==> config.mk <==
export PLATFORM = sky130hd
export DESIGN_NAME = fetch_stage
export DESIGN_NICKNAME = d
export VERILOG_FILES = /design/src/rtl/fetch_stage.sv
export SDC_FILE = /design/constraint.sdc
export NUM_CORES = 1
export LEC_CHECK = 0
export CAP_MARGIN = 20
export CORE_MARGIN = 5
export CORE_UTILIZATION = 45
export DETAILED_ROUTE_END_ITERATION = 16
export PLACE_DENSITY = 0.76
export SLEW_MARGIN = 20
export SYNTH_ARGS = -nofsm -noshare
export SYNTH_HDL_FRONTEND = slang
export SYNTH_SLANG_ARGS = --single-unit
==> constraint.sdc <==
create_clock -name clk -period 3.6 [get_ports clk]
set_input_delay 0.72 -clock clk [delete_from_list [all_inputs] [get_ports clk]]
set_output_delay 0.72 -clock clk [all_outputs]
set_load 0.005 [all_outputs]
==> src/rtl/fetch_stage.sv <==
// Instruction fetch stage with PC, imem req/ack handshake and IF/ID pipeline register.
// Optional macro FETCH_PERF_CNT_EN adds saturating stall/flush counters.
module fetch_stage #(
  parameter int unsigned            PC_W      = 16,
  parameter int unsigned            INSTR_W   = 32,
  parameter logic [PC_W-1:0]        RESET_PC  = '0,
  parameter logic [PC_W-1:0]        PC_STEP   = PC_W'(4),
  parameter logic [INSTR_W-1:0]     NOP_INSTR = '0
) (
  input  logic               clk,
  input  logic               rst,
  input  logic               pc_write,
  input  logic               stall,
  input  logic               taken,
  input  logic [PC_W-1:0]    branch_target,
  output logic               imem_req,
  output logic [PC_W-1:0]    imem_addr,
  input  logic               imem_ack,
  input  logic [INSTR_W-1:0] imem_rdata,
  output logic [INSTR_W-1:0] if_id_instr,
  output logic [PC_W-1:0]    if_id_pc,
  output logic               if_id_valid,
`ifdef FETCH_PERF_CNT_EN
  output logic [31:0]        stall_cycles,
  output logic [31:0]        flush_count,
`endif
  output logic               fetch_busy
);

  typedef enum logic {
    S_FETCH = 1'b0,
    S_HOLD  = 1'b1
  } state_t;

  state_t             r_state;
  logic [PC_W-1:0]    r_pc;
  logic [INSTR_W-1:0] r_hold_buf;
  logic               r_redirect_pending;
  logic [PC_W-1:0]    r_redirect_target;
  logic               r_req_en;
  logic [INSTR_W-1:0] r_if_id_instr;
  logic [PC_W-1:0]    r_if_id_pc;
  logic               r_if_id_valid;

  state_t             w_state_next;
  logic [PC_W-1:0]    w_pc_next;
  logic [INSTR_W-1:0] w_hold_buf_next;
  logic               w_redirect_pending_next;
  logic [PC_W-1:0]    w_redirect_target_next;
  logic [INSTR_W-1:0] w_if_id_instr_next;
  logic [PC_W-1:0]    w_if_id_pc_next;
  logic               w_if_id_valid_next;

  logic w_advance;
  logic w_req;
  logic w_ack;

  assign w_advance = pc_write & ~stall;
  // r_req_en keeps the request low for the first cycle after reset release.
  assign w_req     = r_req_en & (r_state == S_FETCH);
  assign w_ack     = imem_ack & w_req;

  assign imem_req    = w_req;
  assign imem_addr   = r_pc;
  assign if_id_instr = r_if_id_instr;
  assign if_id_pc    = r_if_id_pc;
  assign if_id_valid = r_if_id_valid;
  assign fetch_busy  = (w_req & ~imem_ack) | r_redirect_pending;

  always_ff @(posedge clk or posedge rst) begin
    if (rst) begin
      r_state            <= S_FETCH;
      r_pc               <= RESET_PC;
      r_hold_buf         <= '0;
      r_redirect_pending <= 1'b0;
      r_redirect_target  <= '0;
      r_req_en           <= 1'b0;
      r_if_id_instr      <= NOP_INSTR;
      r_if_id_pc         <= '0;
      r_if_id_valid      <= 1'b0;
    end else begin
      r_state            <= w_state_next;
      r_pc               <= w_pc_next;
      r_hold_buf         <= w_hold_buf_next;
      r_redirect_pending <= w_redirect_pending_next;
      r_redirect_target  <= w_redirect_target_next;
      r_req_en           <= 1'b1;
      r_if_id_instr      <= w_if_id_instr_next;
      r_if_id_pc         <= w_if_id_pc_next;
      r_if_id_valid      <= w_if_id_valid_next;
    end
  end

  always_comb begin
    w_state_next            = r_state;
    w_pc_next               = r_pc;
    w_hold_buf_next         = r_hold_buf;
    w_redirect_pending_next = r_redirect_pending;
    w_redirect_target_next  = r_redirect_target;
    w_if_id_instr_next      = r_if_id_instr;
    w_if_id_pc_next         = r_if_id_pc;
    w_if_id_valid_next      = r_if_id_valid;

    if (taken) begin
      w_if_id_instr_next = NOP_INSTR;
      w_if_id_valid_next = 1'b0;
      if (r_state == S_HOLD) begin
        w_pc_next    = branch_target;
        w_state_next = S_FETCH;
      end else if (w_ack || !r_req_en) begin
        // Nothing left in flight: redirect immediately.
        w_pc_next               = branch_target;
        w_redirect_pending_next = 1'b0;
      end else begin
        // Request still outstanding; its response must be thrown away first.
        w_redirect_target_next  = branch_target;
        w_redirect_pending_next = 1'b1;
      end
    end else if (r_state == S_FETCH) begin
      if (w_ack && r_redirect_pending) begin
        w_pc_next               = r_redirect_target;
        w_redirect_pending_next = 1'b0;
        if (!stall) begin
          w_if_id_instr_next = NOP_INSTR;
          w_if_id_valid_next = 1'b0;
        end
      end else if (w_ack && w_advance) begin
        w_if_id_instr_next = imem_rdata;
        w_if_id_pc_next    = r_pc;
        w_if_id_valid_next = 1'b1;
        w_pc_next          = r_pc + PC_STEP;
      end else if (w_ack) begin
        w_hold_buf_next = imem_rdata;
        w_state_next    = S_HOLD;
      end else if (!stall) begin
        w_if_id_instr_next = NOP_INSTR;
        w_if_id_valid_next = 1'b0;
      end
    end else begin
      if (w_advance) begin
        w_if_id_instr_next = r_hold_buf;
        w_if_id_pc_next    = r_pc;
        w_if_id_valid_next = 1'b1;
        w_pc_next          = r_pc + PC_STEP;
        w_state_next       = S_FETCH;
      end else if (!stall) begin
        w_if_id_instr_next = NOP_INSTR;
        w_if_id_valid_next = 1'b0;
      end
    end
  end

`ifdef FETCH_PERF_CNT_EN
  logic [31:0] r_stall_cycles;
  logic [31:0] r_flush_count;

  assign stall_cycles = r_stall_cycles;
  assign flush_count  = r_flush_count;

  // Both counters saturate at all-ones instead of wrapping.
  always_ff @(posedge clk or posedge rst) begin
    if (rst) begin
      r_stall_cycles <= '0;
      r_flush_count  <= '0;
    end else begin
      if (!w_advance && r_if_id_valid && (r_stall_cycles != '1)) begin
        r_stall_cycles <= r_stall_cycles + 32'd1;
      end
      if (taken && (r_flush_count != '1)) begin
        r_flush_count <= r_flush_count + 32'd1;
      end
    end
  end
`endif

endmodule
==> insert_results.sql <==
INSERT INTO impl_metrics (metric_group, metric, value, unit) VALUES
('sta', 'hold_violations', '0', ''),
('drt', 'drt-pass1-iter-count', '4', ''),
('drt', 'route.detailed.wl_per_inst', '17.81', 'um'),
('drt', 'vias_per_cell', '5.619', ''),
('synthesis', 'synth_edf_count', '0', ''),
('worst_setup_path', 'path_common_cell', 'sky130_fd_sc_hd__clkdlybuf4s50_1', ''),
('worst_setup_path', 'slowest_stage', 'sky130_fd_sc_hd__clkdlybuf4s50_1', ''),
('job', 'drv.max_cap_violation_count', '0', ''),
('worst_hold_path', 'holdCritStartpoint', 'if_id_instr[24]$_DFFE_PP0P_', ''),
('power_and_ir_drop', 'pwr_density_cell', '602.4', 'nW/um^2'),
('synthesis', 'post-synth-top-area-fraction', '56.24', '%'),
('drt', 'finalWirelength', '12.35', 'mm'),
('worst_setup_path', 'critical_path_buf_inv_count', '2', ''),
('global_route', 'grt_pass1_wl', '19.87', 'mm'),
('clock_network', 'cts-buffers-inserted', '17', ''),
('synthesis', 'synth_top_cell_by_area', 'sky130_fd_sc_hd__dfrtp_1', ''),
('clock_network', 'tritoncts', 'done', ''),
('clock_network', 'cts_clk_pin_slew_worst_paths', '50', 'ps'),
('global_route', 'first_global_vias', '3953', ''),
('clock_network', 'cts_resized', '0', ''),
('worst_setup_path', 'r2r.worst_path.cells', '5', ''),
('worst_hold_path', 'type_of_the_most_critical_hold_path', 'flip-flop to flip-flop', ''),
('layout', 'layout.nets', '595', ''),
('global_route', 'grt_max_degree', '67', ''),
('power_and_ir_drop', 'ir_worst_vdd', '0.0004117', 'V'),
('clock_network', 'cts.path.max_buffers', '2', ''),
('sta', 'clock.fmax', '358.0', 'MHz'),
('synthesis', 'synth_top_cells_by_area', 'sky130_fd_sc_hd__dfrtp_1, sky130_fd_sc_hd__mux2_2, sky130_fd_sc_hd__a22o_1, sky130_fd_sc_hd__a21o_1, sky130_fd_sc_hd__nand2_1', ''),
('sta', 'report.final.slew_viol_count', '0', ''),
('synthesis', 'synth_cell_types', '46', ''),
('power_and_ir_drop', 'total_leakage_power', '3.293', 'nW'),
('synthesis', 'synthesis.nets', '477', ''),
('worst_setup_path', 'critPathMaxFanout', '7', ''),
('worst_setup_path', 'path_delay_family', 'buffers and inverters', ''),
('clock_network', 'cts_root_buf', 'sky130_fd_sc_hd__clkbuf_16', ''),
('synthesis', 'synth_most_common_cell', 'sky130_fd_sc_hd__dfrtp_1', ''),
('drt', 'drt-initial-drc-count', '202', ''),
('worst_setup_path', 'timing.reg2reg.setup_slack', '1560', 'ps'),
('sta', 'setup-violations-final', '0', ''),
('worst_setup_path', 'crit_type', 'input port to output pin', ''),
('sta', 'rsz0062_at_grt', 'false', ''),
('synthesis', 'syn_area_per_cell', '12.23', 'um^2'),
('clock_network', 'cts_setup_buffers', '0', ''),
('synthesis', 'synth_warnings', '0', ''),
('floorplanning', 'die_x', '117.1', 'um'),
('worst_setup_path', 'critical_path.startpoint_type', 'input port', ''),
('clock_network', 'holdBufCountCts', '0', ''),
('sta', 'worst_slew_pin_slew', '838.7', 'ps'),
('worst_setup_path', 'arrival', '2070', 'ps'),
('synthesis', 'postSynth.topFlopCell', 'sky130_fd_sc_hd__dfrtp_1', ''),
('synthesis', 'syn_area', '5161', 'um^2'),
('sta', 'fin_crit', '2793', 'ps'),
('drt', 'detailroute.via_count', '3894', ''),
('layout', 'diodes', '0', ''),
('layout', 'final_util', '62.10', '%'),
('global_route', 'grt_util_all_layers', '18.84', '%'),
('placement', 'post-dp-hpwl', '8.441', 'mm'),
('synthesis', 'postSynthRegisterBits', '116', ''),
('worst_setup_path', 'worstPathCellList', 'clkdlybuf4s50_1, o21ai_0, clkdlybuf4s50_1', ''),
('floorplanning', 'die_height', '117.1', 'um'),
('layout', 'final.fill_count', '908', ''),
('layout', 'syn2layout_area_growth', '36.22', '%'),
('sta', 'final_min_period_over_clock_period', '77.59', '%'),
('worst_setup_path', 'crit_end_category', 'output pin', ''),
('worst_setup_path', 'worstReg2RegStart', 'imem_addr[3]$_DFFE_PP0P_', ''),
('placement', 'globalplace.congestion', '0.8424', ''),
('drt', 'ant_nets', '0', ''),
('outcome', 'run_status', 'completed', ''),
('worst_setup_path', 'r2r-end', 'imem_addr[10]$_DFFE_PP0P_', ''),
('clock_network', 'cts_htree_levels', '4', ''),
('floorplanning', 'core_area', '11320', 'um^2');
cell usage in the layout (no fill, tap or decap), drive strengths merged, types with 2 or more instances in the layout:
cell,n
o311ai,2
o21ai,10
nand2b,5
nor4,4
or3,3
nand3,4
a21o,33
clkbuf,23
clkinv,5
a21oi,6
nor2b,3
a211o,4
a31oi,8
inv,8
clkdlybuf4s50,120
nor2,22
o31ai,4
nand4,2
nand2,22
dfrtp,116
mux2,66
a32oi,2
nor3b,2
a311o,4
a22o,35
buf,11
xnor2,2
nor3,5
worst max-delay path by stage:
stage,cells after the start,slack (ps),start,end
4_1_cts,3,790,imem_ack,fetch_busy
2_1_floorplan,1,1470,rst,if_id_instr[0]$_DFFE_PP0P_
3_5_place_dp,3,820,imem_ack,fetch_busy
6_report,3,810,imem_ack,fetch_busy
5_1_grt,3,740,imem_ack,fetch_busy
3_3_place_gp,3,850,imem_ack,fetch_busy
registers in the layout (all words and copies together), names as in the netlist:
signal,cells
r_redirect_pending,1
if_id_instr,32
imem_addr,16
r_state,1
r_req_en,1
r_redirect_target,16
if_id_valid,1
if_id_pc,16
r_hold_buf,32
final cells by class:
type / count / area (um^2) / area share (%)
Sequential cell: 116 / 2903 / 41.29
Clock inverter: 6 / 55.05 / 0.7831
Timing Repair Buffer: 131 / 1284 / 18.26
Clock buffer: 23 / 478.0 / 6.798
Inverter: 9 / 37.54 / 0.5339
Multi-Input combinational cell: 265 / 2095 / 29.79
Tap cell: 143 / 178.9 / 2.545
worst register-to-register path: cells and delay by family, from the launching register on:
family          cells  cell delay (ps)
simple gates        2              770
compound gates      2              470
flops               1              470
fa+ha+maj           1              260
stage by stage:
step,power (mW),setup WS (ps),hold slack [ps],std cells
after global placement,2.686,848.7,456.9,664
final,4.236,806.8,471.5,693
after CTS,4.278,794.8,475.4,693
after floorplan,2.224,1467,473.4,422
after detailed placement,2.735,815.4,464.6,664
after global routing,4.450,741.0,476.2,693
power breakdown:
part	total [mW]	switching, mW	internal (mW)
Sequential	1.82	0.216	1.60
Combinational	0.896	0.329	0.567
Clock	1.52	0.541	0.983
cells by family after synthesis:
logic type	share of synthesized area, %
mux	14.59
xor+xnor	0.5092
buf+inv	3.345
simple gates	7.564
compound gates	17.43
flops	56.24
fa+ha+maj	0.2424
other cells	0.07266
per-layer routing:
| layer | GRT usage [%] | part of all wire (%) |
|---|---|---|
| met4 | 7.951 | 1.3 |
| met3 | 5.861 | 7.6 |
| met2 | 29.50 | 48 |
| met1 | 24.35 | 43 |
| met5 | 0 | 0 |
Power figures use the tool's default switching activity.
